<file path="src/rtl/semaforo_sched_pkg.sv">
// Shared phase and lamp encodings, default durations and green-duration helper
// for the traffic-light scheduler.
package semaforo_sched_pkg;

  typedef enum logic [2:0] {
    PhAllredA  = 3'd0,
    PhNsGreen  = 3'd1,
    PhNsYellow = 3'd2,
    PhAllredB  = 3'd3,
    PhEwGreen  = 3'd4,
    PhEwYellow = 3'd5,
    PhPedWalk  = 3'd6
  } phase_e;

  localparam logic [2:0] LampRed = 3'b100;
  localparam logic [2:0] LampYel = 3'b010;
  localparam logic [2:0] LampGrn = 3'b001;

  localparam int unsigned GreenMinDef = 5;
  localparam int unsigned YellowTDef  = 3;
  localparam int unsigned AllredTDef  = 1;
  localparam int unsigned PedTDef     = 8;

  localparam int unsigned CntW = 6;

  // Green lasts max(switch field, minimum green).
  function automatic logic [CntW-1:0] green_dur(input logic [4:0] field,
                                                input int unsigned gmin);
    logic [CntW-1:0] f;
    logic [CntW-1:0] m;
    f = {1'b0, field};
    m = CntW'(gmin);
    return (f > m) ? f : m;
  endfunction

endpackage

</file>
<file path="src/rtl/semaforo_sched_if.sv">
// Handshake bundle between the scheduler and its environment; signal names are
// seen from the scheduler side (i_ into it, o_ out of it).
interface semaforo_sched_if;

  logic       i_tick;
  logic [9:0] i_sw;
  logic       i_ped_req;
  logic [2:0] o_ns_light;
  logic [2:0] o_ew_light;
  logic       o_walk;
  logic       o_ped_ack;
  logic [2:0] o_state;
  logic [5:0] o_remaining;

  modport slave (
    input  i_tick,
    input  i_sw,
    input  i_ped_req,
    output o_ns_light,
    output o_ew_light,
    output o_walk,
    output o_ped_ack,
    output o_state,
    output o_remaining
  );

  modport master (
    output i_tick,
    output i_sw,
    output i_ped_req,
    input  o_ns_light,
    input  o_ew_light,
    input  o_walk,
    input  o_ped_ack,
    input  o_state,
    input  o_remaining
  );

endinterface

</file>
<file path="src/rtl/semaforo_sched_phase_timer.sv">
// Phase duration counter: loadable down-counter stepped by tick, expiring on the
// tick that would take it from 1 to 0.
module semaforo_sched_phase_timer #(
  parameter int unsigned     WIDTH     = 6,
  parameter logic [WIDTH-1:0] RESET_VAL = 1
) (
  input  logic             clk,
  input  logic             rst_n,
  input  logic             i_load,
  input  logic [WIDTH-1:0] i_load_val,
  input  logic             i_tick,
  output logic [WIDTH-1:0] o_count,
  output logic             o_expire
);

  logic [WIDTH-1:0] r_count;

  // Load wins over decrement so the expiring edge starts the next phase cleanly.
  always_ff @(posedge clk or negedge rst_n) begin
    if (!rst_n) begin
      r_count <= RESET_VAL;
    end else if (i_load) begin
      r_count <= i_load_val;
    end else if (i_tick && (r_count != '0)) begin
      r_count <= r_count - 1'b1;
    end
  end

  assign o_count  = r_count;
  assign o_expire = i_tick && (r_count == WIDTH'(1));

endmodule

</file>
<file path="src/rtl/semaforo_sched.sv">
// Traffic-light phase scheduler: NS/EW ring with all-red clearance and an
// optional pedestrian walk slotted in after either all-red phase.
module semaforo_sched
  import semaforo_sched_pkg::*;
#(
  parameter int unsigned GREEN_MIN = GreenMinDef,
  parameter int unsigned YELLOW_T  = YellowTDef,
  parameter int unsigned ALLRED_T  = AllredTDef,
  parameter int unsigned PED_T     = PedTDef
) (
  input logic             clk,
  input logic             rst_n,
  semaforo_sched_if.slave bus
);

  localparam logic [CntW-1:0] YellowDur = CntW'(YELLOW_T);
  localparam logic [CntW-1:0] AllredDur = CntW'(ALLRED_T);
  localparam logic [CntW-1:0] PedDur    = CntW'(PED_T);

  phase_e          r_state;
  phase_e          w_state_d;
  logic            r_ped_pending;
  logic            w_ped_pending_d;
  logic            r_walk_to_ew;
  logic            w_walk_to_ew_d;
  logic            w_enter_walk;
  logic [2:0]      r_ns_light;
  logic [2:0]      r_ew_light;
  logic            r_walk;
  logic [2:0]      w_ns_light_d;
  logic [2:0]      w_ew_light_d;
  logic            w_walk_d;
  logic [CntW-1:0] w_load_val;
  logic [CntW-1:0] w_remaining;
  logic            w_expire;

  semaforo_sched_phase_timer #(
    .WIDTH    (CntW),
    .RESET_VAL(AllredDur)
  ) u_phase_timer (
    .clk       (clk),
    .rst_n     (rst_n),
    .i_load    (w_expire),
    .i_load_val(w_load_val),
    .i_tick    (bus.i_tick),
    .o_count   (w_remaining),
    .o_expire  (w_expire)
  );

  always_ff @(posedge clk or negedge rst_n) begin
    if (!rst_n) begin
      r_state       <= PhAllredA;
      r_ped_pending <= 1'b0;
      r_walk_to_ew  <= 1'b0;
      r_ns_light    <= LampRed;
      r_ew_light    <= LampRed;
      r_walk        <= 1'b0;
    end else begin
      r_state       <= w_state_d;
      r_ped_pending <= w_ped_pending_d;
      r_walk_to_ew  <= w_walk_to_ew_d;
      r_ns_light    <= w_ns_light_d;
      r_ew_light    <= w_ew_light_d;
      r_walk        <= w_walk_d;
    end
  end

  // r_walk_to_ew remembers which green the walk phase hands over to.
  always_comb begin
    w_state_d      = r_state;
    w_walk_to_ew_d = r_walk_to_ew;
    if (w_expire) begin
      unique case (r_state)
        PhAllredA: begin
          if (r_ped_pending) begin
            w_state_d      = PhPedWalk;
            w_walk_to_ew_d = 1'b0;
          end else begin
            w_state_d = PhNsGreen;
          end
        end
        PhNsGreen:  w_state_d = PhNsYellow;
        PhNsYellow: w_state_d = PhAllredB;
        PhAllredB: begin
          if (r_ped_pending) begin
            w_state_d      = PhPedWalk;
            w_walk_to_ew_d = 1'b1;
          end else begin
            w_state_d = PhEwGreen;
          end
        end
        PhEwGreen:  w_state_d = PhEwYellow;
        PhEwYellow: w_state_d = PhAllredA;
        PhPedWalk:  w_state_d = r_walk_to_ew ? PhEwGreen : PhNsGreen;
        default:    w_state_d = PhAllredA;
      endcase
    end

    // Entering walk clears the request even if the button is still pressed.
    w_enter_walk = (w_state_d == PhPedWalk) && (r_state != PhPedWalk);
    if (w_enter_walk) begin
      w_ped_pending_d = 1'b0;
    end else if (bus.i_ped_req && (r_state != PhPedWalk)) begin
      w_ped_pending_d = 1'b1;
    end else begin
      w_ped_pending_d = r_ped_pending;
    end
  end

  // Lamps and the timer reload are decoded from the upcoming phase so both
  // land in registers on the same edge that enters it.
  always_comb begin
    w_ns_light_d = LampRed;
    w_ew_light_d = LampRed;
    w_walk_d     = 1'b0;
    w_load_val   = AllredDur;
    unique case (w_state_d)
      PhNsGreen: begin
        w_ns_light_d = LampGrn;
        w_load_val   = green_dur(bus.i_sw[4:0], GREEN_MIN);
      end
      PhNsYellow: begin
        w_ns_light_d = LampYel;
        w_load_val   = YellowDur;
      end
      PhEwGreen: begin
        w_ew_light_d = LampGrn;
        w_load_val   = green_dur(bus.i_sw[9:5], GREEN_MIN);
      end
      PhEwYellow: begin
        w_ew_light_d = LampYel;
        w_load_val   = YellowDur;
      end
      PhPedWalk: begin
        w_walk_d   = 1'b1;
        w_load_val = PedDur;
      end
      default: begin
        w_load_val = AllredDur;
      end
    endcase
  end

  assign bus.o_state     = r_state;
  assign bus.o_remaining = w_remaining;
  assign bus.o_ns_light  = r_ns_light;
  assign bus.o_ew_light  = r_ew_light;
  assign bus.o_walk      = r_walk;
  assign bus.o_ped_ack   = r_ped_pending;

endmodule
</file>
<file path="src/flat_wrapper.sv">
// flat-port wrapper written by rule: the top's interface ports become plain ports
module semaforo_sched_flat import semaforo_sched_pkg::*;
#(
  parameter int unsigned GREEN_MIN = GreenMinDef,
  parameter int unsigned YELLOW_T  = YellowTDef,
  parameter int unsigned ALLRED_T  = AllredTDef,
  parameter int unsigned PED_T     = PedTDef
)
  (clk, rst_n, bus_i_tick, bus_i_sw, bus_i_ped_req, bus_o_ns_light, bus_o_ew_light, bus_o_walk, bus_o_ped_ack, bus_o_state, bus_o_remaining);
  semaforo_sched_if bus_i ();
  input logic clk;
  input logic rst_n;
  input wire logic [$bits(bus_i.i_tick)-1:0] bus_i_tick;
  input wire logic [$bits(bus_i.i_sw)-1:0] bus_i_sw;
  input wire logic [$bits(bus_i.i_ped_req)-1:0] bus_i_ped_req;
  output wire logic [$bits(bus_i.o_ns_light)-1:0] bus_o_ns_light;
  output wire logic [$bits(bus_i.o_ew_light)-1:0] bus_o_ew_light;
  output wire logic [$bits(bus_i.o_walk)-1:0] bus_o_walk;
  output wire logic [$bits(bus_i.o_ped_ack)-1:0] bus_o_ped_ack;
  output wire logic [$bits(bus_i.o_state)-1:0] bus_o_state;
  output wire logic [$bits(bus_i.o_remaining)-1:0] bus_o_remaining;
  assign bus_i.i_tick = bus_i_tick;
  assign bus_i.i_sw = bus_i_sw;
  assign bus_i.i_ped_req = bus_i_ped_req;
  assign bus_o_ns_light = bus_i.o_ns_light;
  assign bus_o_ew_light = bus_i.o_ew_light;
  assign bus_o_walk = bus_i.o_walk;
  assign bus_o_ped_ack = bus_i.o_ped_ack;
  assign bus_o_state = bus_i.o_state;
  assign bus_o_remaining = bus_i.o_remaining;
  semaforo_sched #(.GREEN_MIN(GREEN_MIN), .YELLOW_T(YELLOW_T), .ALLRED_T(ALLRED_T), .PED_T(PED_T)) u_core (.clk(clk), .rst_n(rst_n), .bus(bus_i));
endmodule
</file>
<file path="config.mk">
export PLATFORM = sky130hd
export DESIGN_NAME = semaforo_sched_flat
export DESIGN_NICKNAME = d
export VERILOG_FILES = /design/src/rtl/semaforo_sched_pkg.sv /design/src/rtl/semaforo_sched_if.sv /design/src/rtl/semaforo_sched_phase_timer.sv /design/src/rtl/semaforo_sched.sv /design/src/flat_wrapper.sv
export SDC_FILE = /design/constraint.sdc
export NUM_CORES = 1
export LEC_CHECK = 0
export CORE_MARGIN = 2
export CORE_UTILIZATION = 52
export CTS_CLUSTER_DIAMETER = 100
export CTS_CLUSTER_SIZE = 30
export DETAILED_ROUTE_END_ITERATION = 10
export PLACE_DENSITY = 0.84
export SYNTH_ARGS = -nofsm -noshare
export SYNTH_HDL_FRONTEND = slang
export SYNTH_SLANG_ARGS = --single-unit
</file>
<file path="constraint.sdc">
create_clock -name clk -period 5 [get_ports clk]
set_input_delay 0.5 -clock clk [delete_from_list [all_inputs] [get_ports clk]]
set_output_delay 0.5 -clock clk [all_outputs]
set_load 0.05 [all_outputs]
</file>
==> results of run 1 <==
routing by layer:
layer,up-vias,global-route usage,part of all wire
met3,5,0.0343,0.071
li1,570,-,-
met2,67,0.415,0.49
met5,-,0,0
met4,0,0.0726,0.012
met1,575,0.305,0.43
cell type report:
class	count	area [sq um]	share of cell area
repair buffers	30	300	0.191
well taps	28	35.0	0.0222
flip-flops and latches	18	454	0.288
clock buffers	4	36.3	0.0230
inverters	10	37.5	0.0238
multi-input cells	103	712	0.452
stage by stage:
stage	instances	cell area (sq um)	util
after CTS	193	1580	0.705
after global placement	189	1540	0.689
final	193	1580	0.705
after floorplan	136	1230	-
after global routing	193	1580	0.705
after detailed placement	189	1540	0.689
power by group through the flow:
| stage | sequential [mW] | clock (mW) | combinational, mW |
|---|---|---|---|
| floorplan | 0.425 | 0 | 0.255 |
| global placement | 0.283 | 0 | 0.562 |
| detailed placement | 0.284 | 0 | 0.567 |
| CTS | 0.281 | 0.0902 | 0.570 |
| global route | 0.292 | 0.0985 | 0.610 |
| finish | 0.283 | 0.0914 | 0.572 |
synthesized netlist by cell type (2+ instances only):
library cell	instances	area, sq um
a22oi_1	3	22.5
o21ai_0	9	45.0
and3b_1	2	17.5
inv_1	9	33.8
ha_1	3	37.5
o22ai_1	2	12.5
clkbuf_1	3	11.3
nor3_1	4	20.0
o31ai_1	2	15.0
nand2b_1	3	18.8
dfrtp_1	15	375
a31oi_1	5	31.3
a211oi_1	4	30.0
xnor2_1	2	17.5
nor2_1	6	22.5
dfstp_2	3	78.8
nand2_1	7	26.3
o21bai_1	4	30.0
or3b_2	2	17.5
o211ai_1	2	15.0
nand3_1	4	20.0
a21oi_1	9	45.0
registers in the layout, indices dropped and copies added (netlist names):
register,count
u_core.bus.o_ew_light,3
u_core.bus.o_ns_light,3
u_core.bus.o_ped_ack,1
u_core.bus.o_state,3
u_core.bus.o_walk,1
u_core.r_walk_to_ew,1
u_core.u_phase_timer.o_count,6
how the worst min path moves through the flow:
stage / from / to / slack, ns / cells after the start
4_1_cts: u_core.r_walk_to_ew / u_core.r_walk_to_ew / 0.62 / 1
3_5_place_dp: u_core.r_walk_to_ew / u_core.r_walk_to_ew / 0.60 / 1
6_report: u_core.r_walk_to_ew / u_core.r_walk_to_ew / 0.62 / 1
3_3_place_gp: u_core.r_walk_to_ew / u_core.r_walk_to_ew / 0.60 / 1
2_1_floorplan: rst_n / u_core.bus.o_ew_light[0] / 0.20 / 0
5_1_grt: u_core.r_walk_to_ew / u_core.r_walk_to_ew / 0.68 / 1
logic make-up (layout without fill, tap and decap cells):
kind of cell / after synthesis / in the layout / synth area share
compound gates: 55 / 55 / 0.308
xor+xnor: 2 / 2 / 0.0142
fa+ha+maj: 3 / 3 / 0.0305
buf+inv: 15 / 44 / 0.0528
flops: 18 / 18 / 0.369
mux: 1 / 1 / 0.00813
simple gates: 42 / 42 / 0.218
==> run_results.csv, run 1 <==
group,metric,value,unit
clocking,cts.htree.levels,1,
global_routing,grtUsageTotal,0.239,
routing,drtIter0Drc,50,
cells_and_area,syn_to_final_growth,27.9,%
sta,fmax,405,MHz
cells_and_area,mostFrequentLayoutCell,"clkdlybuf4s50_1",
min_path,min_path_type,"flop to flop",
synth,postSynthCellCount,136,
setup_path,reg2reg_to,"u_core.u_phase_timer.o_count[3]",
die,fp-row-count,17,
global_routing,antenna_found_initial,0,
synth,synth_edf_count,0,
pwr,leakage,0.659,nW
synth,ys_warn_count,0,
routing,via_count,1217,
setup_path,worstPathArrival,2.70,ns
pwr,p_comb_frac,0.604,
routing,drt_pass1_iterations,4,
die,die_w,52.7,microns
pwr,vdd_drop_max,0.370,mV
sta,maxSlewHeadroom,0.485,
sta,rsz0062_at_grt,"no",
status,status,"complete, no violations",
sta,layout_worst_path_cycle_share,0.494,
sta,fin_skew,0.00355,ns
clocking,path_clk_slew,0.10,ns
sta,tns,0,ns
setup_path,worst-path-stages,7,
global_routing,grt_pass1_vias,1155,
global_routing,grt_pass1_wl,4.93,mm
synth,ys_types,55,
setup_path,reg2reg_from,"u_core.u_phase_timer.o_count[4]",
die,ios,31,
placement,pre_cts_ws,2.29,ns
clocking,cts-hold-fix-buffers,0,
synth,synth_nets,153,
setup_path,r2r_slack,2.61,ns
cells_and_area,num_antenna_cells,0,
synth,synth.cell_area,0.00123,sq mm
setup_path,critPathBufInv,2,
setup_path,critPathTopFamily,"simple AND/OR/NAND/NOR gates",
synth,synthFlopType,"dfrtp_1",
global_routing,grt-ovfl-total,0,
cells_and_area,final_cell_mix,"clkdlybuf4s50_1 (30), dfrtp_1 (15), inv_1 (9), a21oi_1 (9), o21ai_0 (9)",
synth,synth_seq_cells,18,
setup_path,slowest_delay,0.58,ns
pwr,powerDensity,601,mW/mm^2
clocking,numClockSinks,18,
clocking,cts_setup_buffers,0,
pwr,p_seq_frac,0.299,
routing,wire_per_inst,15.9,microns
clocking,cts_made_buffers,3,
setup_path,reg2regPathDepth,5,
routing,ant_nets,0,
setup_path,required,5.23,ns
placement,gp_congestion,0.913,
die,die_h,52.7,microns
setup_path,setup.worst_path.start,"bus_i_tick",
setup_path,path_max_fanout,8,
placement,dp_hpwl,2.33,mm
clocking,clockRootBuffer,"clkbuf_4",
cells_and_area,drive_gt1_frac,0.0970,
pwr,switching_share,0.522,
setup_path,path_class,"input pin to flop",
setup_path,critPathCaptureType,"flop",
sta,worst_hold_slack,0.623,ns
sta,tightestPinTransition,0.770,ns
sta,layout_setup_ws,2.53,ns
routing,wl,3.08,mm
cells_and_area,nets,183,
synth,seq_area_frac_synth,0.369,
pwr,pwr-share-clk,0.097,
synth,ys_async_sr_fraction,1.00,
die,initial_core_util,0.551,
setup_path,cpMaxStageDelayCell,"clkdlybuf4s50_1",
pwr,p_sw,0.494,mW
pwr,power.total,0.947,mW
pwr,internal_power,0.453,mW
cells_and_area,fillers,182,
routing,drc,0,
sta,fin_crit,2.47,ns
global_routing,grt_max_degree,19,
die,core_area,0.00223,sq mm
sta,slew_violations,0,
synth,avgSynthCellArea,9.05,sq um
sta,setup_viol,0,
setup_path,crit_chain,"clkdlybuf4s50_1 > and2_0 > nand2_4 > o22ai_1 > inv_2 > or4b_1 > a31oi_1",
setup_path,cp-start-kind,"input pin",
clocking,clockBufferDepth,2,
setup_path,crit_path_end,"u_core.u_phase_timer.o_count[3]",
sta,hold_viol_final,0,
clocking,cts_tree,"built",
clocking,clk_latency,0.30,ns
die,die_area,0.00277,sq mm
placement,numPortBuffers,30,
job,cap_violations,0,
routing,post_drt_via_cell_ratio,6.31,
clocking,post_cts_resized,0,
No activity file was read; power rests on OpenSTA's default activity.
==> inputs of run 2 (changes only) <==
- CORE_UTILIZATION: 52 -> 48
- PLACE_DENSITY: 0.84 -> 0.78
- clock period: 5 -> 2.3 ns (I/O delays scaled with it)
==> run_results.csv, run 2 (synthesized netlist as in run 1, its figures left out) <==
group,metric,value,unit
routing,wl_met3,185,microns
sta,fmax,459,MHz
sta,worst_hold_slack,0.235,ns
clocking,cts-hold-fix-buffers,0,
sta,hold_viol_final,0,
status,status,"complete, no violations",
clocking,cts_tree,"built",
cells_and_area,mostFrequentLayoutCell,"clkdlybuf4s50_1",
setup_path,path_max_fanout,6,
placement,dp_hpwl,2.75,mm
pwr,switching_share,0.509,
setup_path,reg2reg_from,"u_core.u_phase_timer.o_count[0]",
routing,drtIter0Drc,47,
routing,drc,0,
setup_path,critPathCaptureType,"flop",
pwr,internal_power,1.08,mW
global_routing,grt_max_degree,19,
clocking,clockBufferDepth,2,
setup_path,path_class,"flop to flop",
routing,post_drt_via_cell_ratio,6.05,
routing,wl,3.54,mm
pwr,p_seq_frac,0.249,
clocking,post_cts_resized,0,
cells_and_area,nets,197,
die,ios,31,
cells_and_area,final_cell_mix,"clkdlybuf4s50_1 (30), buf_4 (14), dfrtp_1 (12)",
die,die_area,0.00299,sq mm
pwr,powerDensity,1310,mW/mm^2
sta,tns,0,ns
sta,slew_violations,0,
placement,numPortBuffers,30,
cells_and_area,syn_to_final_growth,37.5,%
clocking,cts_setup_buffers,0,
pwr,p_comb_frac,0.660,
job,cap_violations,0,
sta,fin_crit,2.18,ns
cells_and_area,design_area,0.00169,sq mm
placement,dpl-instance-area,0.00166,sq mm
pwr,pwr-share-clk,0.091,
die,initial_core_util,0.502,
placement,pre_cts_ws,0.0522,ns
routing,ant_nets,0,
global_routing,grt_pass1_vias,1213,
sta,layout_worst_path_cycle_share,0.947,
setup_path,cp-start-kind,"flop",
pwr,p_sw,1.12,mW
clocking,cts_made_buffers,3,
clocking,path_clk_slew,0.11,ns
sta,tightestPinTransition,0.512,ns
pwr,vdd_drop_max,0.921,mV
global_routing,grtUsageTotal,0.265,
setup_path,setup.worst_path.start,"u_core.u_phase_timer.o_count[0]",
clocking,cts.htree.levels,1,
die,core_area,0.00245,sq mm
routing,drt_pass1_iterations,4,
sta,layout_setup_ws,0.123,ns
routing,routed.top_layer,"met4",
die,die_h,54.6,microns
die,fp-row-count,18,
routing,dr_wl_met2,1.71,mm
sta,maxSlewHeadroom,0.658,
routing,wl_met1,1.56,mm
sta,rsz0062_at_grt,"no",
routing,wire_per_inst,16.9,microns
setup_path,worstPathArrival,2.42,ns
clocking,numClockSinks,18,
clocking,clk_latency,0.31,ns
pwr,leakage,0.725,nW
routing,via_count,1264,
cells_and_area,num_antenna_cells,0,
global_routing,grt-ovfl-total,0,
global_routing,antenna_found_initial,0,
die,die_w,54.6,microns
clocking,clockRootBuffer,"clkbuf_4",
sta,setup_viol,0,
cells_and_area,largest_register_ffs,6,
sta,fin_skew,0.0125,ns
placement,gp_congestion,0.903,
cells_and_area,drive_gt1_frac,0.190,
setup_path,required,2.54,ns
global_routing,grt_pass1_wl,5.61,mm
min_path,min_path_type,"input pin to asynchronous set/reset pin",
run 2: cell count changes in the layout (fill, tap and decap cells not counted):
cell	previous run	this run
buf_4	0	14
dfrtp_1	15	12
dfrtp_2	0	3
o22ai_1	2	1
o22ai_2	0	1
run 2: area by class of cell:
cell class                      count  area [sq um]
Fill cell                         208           762
Multi-Input combinational cell    103           718
Sequential cell                    18           458
Timing Repair Buffer               44           405
Inverter                           10          37.5
Tap cell                           30          37.5
Clock buffer                        4          36.3
run 2: worst max-delay path, stage by stage (launching register included):
cell and delay, ns:
dfstp_2 0.57, ha_1 0.17, and2_0 0.37, nand2_4 0.08, o22ai_2 0.21, inv_2 0.05
or4b_1 0.49, a31oi_1 0.17
run 2: worst paths after layout:
check	slack, ns	end	depth (start not counted)
max in group asynchronous	1.79	u_core.bus.o_ns_light[2]	2
setup / recovery	0.12	u_core.u_phase_timer.o_count[3]	7
setup reg to reg	0.12	u_core.u_phase_timer.o_count[3]	7
hold reg to reg	0.62	u_core.u_phase_timer.o_count[5]	2
min in group clk	0.53	u_core.bus.o_ped_ack	3
hold / removal	0.23	u_core.r_walk_to_ew	2
run 2: metrics by stage:
stage	power (mW)	utilization	instances
finish	2.21	0.690	209
global route	2.34	0.690	209
CTS	2.20	0.690	209
detailed placement	1.99	0.675	205
global placement	1.97	0.675	205
floorplan	1.49	-	136
run 2: power groups by stage:
stage / sequential [mW] / clock (mW) / combinational [mW]
after floorplan: 0.929 / 0 / 0.560
after global placement: 0.546 / 0 / 1.42
after detailed placement: 0.556 / 0 / 1.44
after CTS: 0.549 / 0.205 / 1.45
after global routing: 0.559 / 0.217 / 1.56
final: 0.549 / 0.202 / 1.46
run 2: per-layer routing:
metal	up-vias	track usage
met2	45	0.450
met5	-	0
met4	0	0.104
met3	9	0.0328
met1	609	0.339
li1	601	-
